--- src/rtl/reservation_station.sv ---
// ----------------------------------------------------------------------------
// reservation_station
//   Buffers dispatched ALU/branch instructions until both source operands are
//   available, snoops the ALU and LSB result broadcasts to wake waiting
//   operands, and issues at most one ready instruction per cycle onto a
//   registered bus that feeds the combinational ALU.
//
// Ports
//   clk, rst            clock, synchronous active-high reset
//   rdy                 global enable; low freezes all state and outputs
//   in_rollback         misprediction flush (empties the station)
//   in_disp_*           dispatch request: opcode, source tags/values,
//                       immediate, PC, destination ROB tag
//   in_alu_tag/value    ALU result broadcast (tag 0 = none)
//   in_lsb_tag/value    LSB result broadcast (tag 0 = none)
//   out_full            every entry is busy (combinational)
//   out_op ... out_rob_tag
//                       issue bus; NOP / zero when nothing issues
// ----------------------------------------------------------------------------
module reservation_station #(
    parameter int RS_SIZE = 16,
    parameter int TAG_W   = 4,
    parameter int OP_W    = 6,
    parameter int DATA_W  = 32
) (
    input  logic              clk,
    input  logic              rst,
    input  logic              rdy,
    input  logic              in_rollback,

    input  logic              in_disp_valid,
    input  logic [OP_W-1:0]   in_disp_op,
    input  logic [TAG_W-1:0]  in_disp_q1,
    input  logic [TAG_W-1:0]  in_disp_q2,
    input  logic [DATA_W-1:0] in_disp_v1,
    input  logic [DATA_W-1:0] in_disp_v2,
    input  logic [DATA_W-1:0] in_disp_imm,
    input  logic [DATA_W-1:0] in_disp_pc,
    input  logic [TAG_W-1:0]  in_disp_tag,

    input  logic [TAG_W-1:0]  in_alu_tag,
    input  logic [DATA_W-1:0] in_alu_value,
    input  logic [TAG_W-1:0]  in_lsb_tag,
    input  logic [DATA_W-1:0] in_lsb_value,

    output logic              out_full,
    output logic [OP_W-1:0]   out_op,
    output logic [DATA_W-1:0] out_value1,
    output logic [DATA_W-1:0] out_value2,
    output logic [DATA_W-1:0] out_imm,
    output logic [DATA_W-1:0] out_pc,
    output logic [TAG_W-1:0]  out_rob_tag
);

    localparam int IDX_W = (RS_SIZE > 1) ? $clog2(RS_SIZE) : 1;
    localparam logic [OP_W-1:0] OPENUM_NOP = '0;

    // ------------------------------------------------------------------
    // Entry storage. Only the busy bits need a reset; payload fields are
    // don't-care while their entry is free.
    // ------------------------------------------------------------------
    logic [RS_SIZE-1:0] busy;
    logic [OP_W-1:0]    e_op  [RS_SIZE];
    logic [TAG_W-1:0]   e_q1  [RS_SIZE];
    logic [TAG_W-1:0]   e_q2  [RS_SIZE];
    logic [DATA_W-1:0]  e_v1  [RS_SIZE];
    logic [DATA_W-1:0]  e_v2  [RS_SIZE];
    logic [DATA_W-1:0]  e_imm [RS_SIZE];
    logic [DATA_W-1:0]  e_pc  [RS_SIZE];
    logic [TAG_W-1:0]   e_tag [RS_SIZE];

    // ------------------------------------------------------------------
    // Ready vector and lowest-index selection for issue and for allocation.
    // Both are judged on pre-edge state, so a slot freed by this cycle's
    // issue is not handed to this cycle's dispatch.
    // ------------------------------------------------------------------
    logic [RS_SIZE-1:0] ready;
    logic               issue_found;
    logic [IDX_W-1:0]   issue_idx;
    logic               free_found;
    logic [IDX_W-1:0]   free_idx;

    always_comb begin
        ready = '0;
        for (int unsigned i = 0; i < RS_SIZE; i++) begin
            ready[i] = busy[i] && (e_q1[i] == '0) && (e_q2[i] == '0);
        end
    end

    always_comb begin
        issue_found = 1'b0;
        issue_idx   = '0;
        for (int unsigned i = 0; i < RS_SIZE; i++) begin
            if (ready[i] && !issue_found) begin
                issue_found = 1'b1;
                issue_idx   = IDX_W'(i);
            end
        end
    end

    always_comb begin
        free_found = 1'b0;
        free_idx   = '0;
        for (int unsigned i = 0; i < RS_SIZE; i++) begin
            if (!busy[i] && !free_found) begin
                free_found = 1'b1;
                free_idx   = IDX_W'(i);
            end
        end
    end

    assign out_full = &busy;

    logic disp_accept;
    assign disp_accept = in_disp_valid && !out_full;

    // ------------------------------------------------------------------
    // Same-cycle forwarding for the dispatched operands. The LSB check
    // comes last so it wins if both broadcasts carry the same tag.
    // ------------------------------------------------------------------
    logic [TAG_W-1:0]  disp_q1;
    logic [TAG_W-1:0]  disp_q2;
    logic [DATA_W-1:0] disp_v1;
    logic [DATA_W-1:0] disp_v2;

    always_comb begin
        disp_q1 = in_disp_q1;
        disp_v1 = in_disp_v1;
        disp_q2 = in_disp_q2;
        disp_v2 = in_disp_v2;
        if (in_disp_q1 != '0 && in_disp_q1 == in_alu_tag) begin
            disp_q1 = '0;
            disp_v1 = in_alu_value;
        end
        if (in_disp_q1 != '0 && in_disp_q1 == in_lsb_tag) begin
            disp_q1 = '0;
            disp_v1 = in_lsb_value;
        end
        if (in_disp_q2 != '0 && in_disp_q2 == in_alu_tag) begin
            disp_q2 = '0;
            disp_v2 = in_alu_value;
        end
        if (in_disp_q2 != '0 && in_disp_q2 == in_lsb_tag) begin
            disp_q2 = '0;
            disp_v2 = in_lsb_value;
        end
    end

    // ------------------------------------------------------------------
    // State update: issue, wake-up and allocation. Issue touches a busy
    // slot and allocation a free one, so their writes never collide; the
    // wake-up loop only touches busy slots.
    // ------------------------------------------------------------------
    always_ff @(posedge clk) begin
        if (rst) begin
            busy        <= '0;
            out_op      <= OPENUM_NOP;
            out_value1  <= '0;
            out_value2  <= '0;
            out_imm     <= '0;
            out_pc      <= '0;
            out_rob_tag <= '0;
        end else if (rdy) begin
            if (in_rollback) begin
                busy        <= '0;
                out_op      <= OPENUM_NOP;
                out_value1  <= '0;
                out_value2  <= '0;
                out_imm     <= '0;
                out_pc      <= '0;
                out_rob_tag <= '0;
            end else begin
                if (issue_found) begin
                    out_op            <= e_op[issue_idx];
                    out_value1        <= e_v1[issue_idx];
                    out_value2        <= e_v2[issue_idx];
                    out_imm           <= e_imm[issue_idx];
                    out_pc            <= e_pc[issue_idx];
                    out_rob_tag       <= e_tag[issue_idx];
                    busy[issue_idx]   <= 1'b0;
                end else begin
                    out_op      <= OPENUM_NOP;
                    out_value1  <= '0;
                    out_value2  <= '0;
                    out_imm     <= '0;
                    out_pc      <= '0;
                    out_rob_tag <= '0;
                end

                // Later assignments win, giving the LSB priority on a tag tie.
                for (int unsigned i = 0; i < RS_SIZE; i++) begin
                    if (busy[i]) begin
                        if (e_q1[i] != '0 && e_q1[i] == in_alu_tag) begin
                            e_v1[i] <= in_alu_value;
                            e_q1[i] <= '0;
                        end
                        if (e_q1[i] != '0 && e_q1[i] == in_lsb_tag) begin
                            e_v1[i] <= in_lsb_value;
                            e_q1[i] <= '0;
                        end
                        if (e_q2[i] != '0 && e_q2[i] == in_alu_tag) begin
                            e_v2[i] <= in_alu_value;
                            e_q2[i] <= '0;
                        end
                        if (e_q2[i] != '0 && e_q2[i] == in_lsb_tag) begin
                            e_v2[i] <= in_lsb_value;
                            e_q2[i] <= '0;
                        end
                    end
                end

                if (disp_accept) begin
                    busy[free_idx]  <= 1'b1;
                    e_op[free_idx]  <= in_disp_op;
                    e_q1[free_idx]  <= disp_q1;
                    e_q2[free_idx]  <= disp_q2;
                    e_v1[free_idx]  <= disp_v1;
                    e_v2[free_idx]  <= disp_v2;
                    e_imm[free_idx] <= in_disp_imm;
                    e_pc[free_idx]  <= in_disp_pc;
                    e_tag[free_idx] <= in_disp_tag;
                end
            end
        end
    end

    // A dispatch that arrives while full is dropped by the logic above;
    // flag it in simulation because the dispatcher should have stalled.
    always_ff @(posedge clk) begin
        if (!rst && rdy && !in_rollback) begin
            assert (!(in_disp_valid && out_full))
                else $warning("reservation_station: dispatch dropped while station full");
        end
    end

endmodule

--- config.mk ---
export PLATFORM = sky130hd
export DESIGN_NAME = reservation_station
export DESIGN_NICKNAME = d
export VERILOG_FILES = /design/src/rtl/reservation_station.sv
export SDC_FILE = /design/constraint.sdc
export NUM_CORES = 2
export LEC_CHECK = 0
export CAP_MARGIN = 10
export CORE_ASPECT_RATIO = 1.25
export CORE_MARGIN = 2
export CORE_UTILIZATION = 60
export DETAILED_ROUTE_END_ITERATION = 12
export GPL_ROUTABILITY_DRIVEN = 0
export PLACE_DENSITY_LB_ADDON = 0.15
export SYNTH_ARGS = -nofsm -noshare
export SYNTH_HDL_FRONTEND = slang
export SYNTH_SLANG_ARGS = --single-unit
export TNS_END_PERCENT = 50
--- constraint.sdc ---
create_clock -name clk -period 11.1 [get_ports clk]
set_input_delay 1.665 -clock clk [delete_from_list [all_inputs] [get_ports clk]]
set_output_delay 1.665 -clock clk [all_outputs]
set_load 0.02 [all_outputs]
==> results.cfg <==
[drt]
wl_per_cell_um = 32.33
drt_iter0_markers = 15575
drc = 0
dr.pass1.iters = 10
via_count = 94511
wirelength_um = 434000
viasPerCell = 7.040
postRouteAntennaNets = 0

[logic_synthesis]
synth-async-reset-ratio_pct = 0
ys_types = 54
synthTopCellsByCount = 2336 x edfxtp_1, 2292 x nand2_1, 1258 x mux2i_1
synth_edf_count = 2336
synth_flop_cell = edfxtp_1
synth_area_leaders = edfxtp_1 58%, mux2i_1 10%, nand2_1 7.2%
syn-num-nets = 11054
post-synth-top-count-cell = edfxtp_1
seq_area_frac_synth_pct = 61.04
synth_top_area_share_pct = 58.47
synth_seq_cells = 2490
syn_area_um2 = 120000
syn_inst = 10831
synth_top_area_cell = edfxtp_1
ys_warn_count = 0
avgSynthCellArea_um2 = 11.08

[sta]
worst_pin_slew_ns = 1.351
final.setup_skew_ns = 0.05298
rsz0062_at_grt = false
tns_ns = 0
finalWorstSetupSlack_ns = 4.844
period_share_pct = 56.36
fmax_ghz = 0.1598
hold_violations = 0
setup_violations = 0
max-slew-margin-rel_pct = 9.934
maxSlewViolCount = 0
fin_crit_ns = 6.256

[cts]
hold_buffers = 0
cts_setup_buffers = 0
cts.htree.levels = 4
cts.sinks = 2490
worstSkewPairLatency_ns = 0.93
cts_resized = 0
cts_buffer_depth = 3
cts_buffers = 236
clockRootBuffer = clkbuf_16
clkTransAtPathRegs_ns = 0.06
tritoncts = done

[critical_path]
crit_path_start_kind = flip-flop
cp.required_ns = 11.86
r2r_cells = 14
worst_setup_path_end_kind = flip-flop
crit_type = reg -> reg
worstPathMaxFanout = 89
worstPathArrival_ns = 7.02

[floorplanning]
coreArea_um2 = 198700
die_area_um2 = 203600
chipWidth_um = 404.0
die_h_um = 503.9
io_pins = 362
num_rows = 183
initial_utilization_pct = 60.36

[grt]
antenna_found_initial = 28
grt_pass1_wl_um = 615700
grt_usage_pct = 41.61
grt_pass1_vias = 90596
grt_max_degree = 149
grt-ovfl-total = 0

[worst_hold_path]
hold_path_class = reg -> reg
holdPathStages = 2

[finish]
drive_above_1_share_pct = 7.472
nNetsFinal = 10825
final.fill_count = 14453
area_delta_synth_final_pct = 10.98

[place]
dpl_worst_slack_ns = 4.421
dpl.hpwl_um = 228200
io_buffers = 361

[pwr]
max-vdd-ir-drop_mv = 0.1955
p_leak_nw = 40.24
power_density_nw_per_um2 = 147.8

[run]
maxCapViolCount = 0

[run_status]
status = finished clean
==> layout make-up <==
type,instances,area [µm²],share of cell area (%)
clock buffers,313,6509,4.889
inverters,23,201.4,0.1513
diodes,22,55.05,0.04135
well taps,2590,3241,2.434
clock inverters,136,1531,1.150
multi-input cells,7212,42700,32.07
repair buffers,639,5673,4.261
flip-flops and latches,2490,73230,55.00
==> final timing paths <==
path / to / slack [ns] / from
max: out_imm[3] / 4.84 / e_q2[9][0]
min: out_value2[5] / 0.44 / out_value2[5]
max reg2reg: out_imm[3] / 4.84 / e_q2[9][0]
min reg2reg: out_value2[5] / 0.44 / out_value2[5]
==> sequential cells by signal (all words and copies together) (netlist names) <==
| signal | flops |
|---|---|
| out_rob_tag | 4 |
| e_pc | 512 |
| busy | 16 |
| out_value2 | 32 |
| e_op | 96 |
| e_v1 | 512 |
| out_imm | 32 |
| e_tag | 64 |
| e_q2 | 64 |
| out_pc | 32 |
| e_q1 | 64 |
| e_imm | 512 |
| out_value1 | 32 |
| out_op | 6 |
| e_v2 | 512 |
==> power breakdown <==
group / switching (mW) / leakage (nW) / internal [mW]
Clock: 3.71 / 3.93 / 4.70
Combinational: 0.710 / 14.2 / 0.289
Sequential: 0.00716 / 22.1 / 10.3
==> stage by stage <==
stage                     hold slack [ns]  power [mW]  utilization [%]  cells  area (µm²)
final                              0.4397       19.68            66.99  13425      133100
after global routing               0.4638       20.03            66.97  13410      133100
after CTS                          0.4401       19.59            66.94  13398      133000
after detailed placement           0.4313       11.42            62.90  12949      125000
after global placement             0.4271       11.38            62.90  12949      125000
after floorplan                    0.4616       10.98                -  10831      120000
==> cells in the final DEF, fill, tap and decap left out, drive strengths merged, types with 291 or more instances in the layout <==
cell type / synthesis / layout
a31oi: 294 / 294
mux2i: 1258 / 1258
o21ai: 1325 / 1325
clkdlybuf4s50: 0 / 348
buf: 298 / 291
nor2: 327 / 327
edfxtp: 2336 / 2336
nand3: 313 / 313
nand2: 2295 / 2295
clkbuf: 808 / 313
==> layer usage <==
metal | vias to the layer above | track usage (%) | part of all wire, %
li1 | 39020 | - | -
met1 | 45372 | 53.69 | 34
met2 | 8216 | 63.84 | 44
met3 | 1873 | 11.23 | 15
met4 | 30 | 23.36 | 6.8
met5 | - | 0 | 0.045
==> kinds of logic (layout without fill, tap and decap cells) <==
logic type | count (synthesis) | count (layout) | synth area share, %
AND/OR/NAND/NOR | 3322 | 3322 | 11.57
flip-flops | 2490 | 2490 | 61.04
AO/OA/AOI/OAI | 2362 | 2362 | 11.05
multiplexers | 1258 | 1258 | 10.50
buffers and inverters | 1129 | 1111 | 3.868
XOR/XNOR | 270 | 270 | 1.971
other | 0 | 22 | 0
==> worst max-delay path, cell delays in order (launching register included) <==
cell and delay [ns]:
edfxtp_1 0.44, nor4_1 0.62, and3_1 0.35, or4_1 0.43, nor4_4 0.14, o21ai_4 0.08, buf_4 0.44, buf_4 0.71
nand2_8 0.61, buf_4 0.65, buf_4 0.46, nand2_1 0.15, a31oi_1 0.09, o21ai_0 0.66, o21ai_1 0.10
Note: power is estimated with default switching activity, not from simulation.
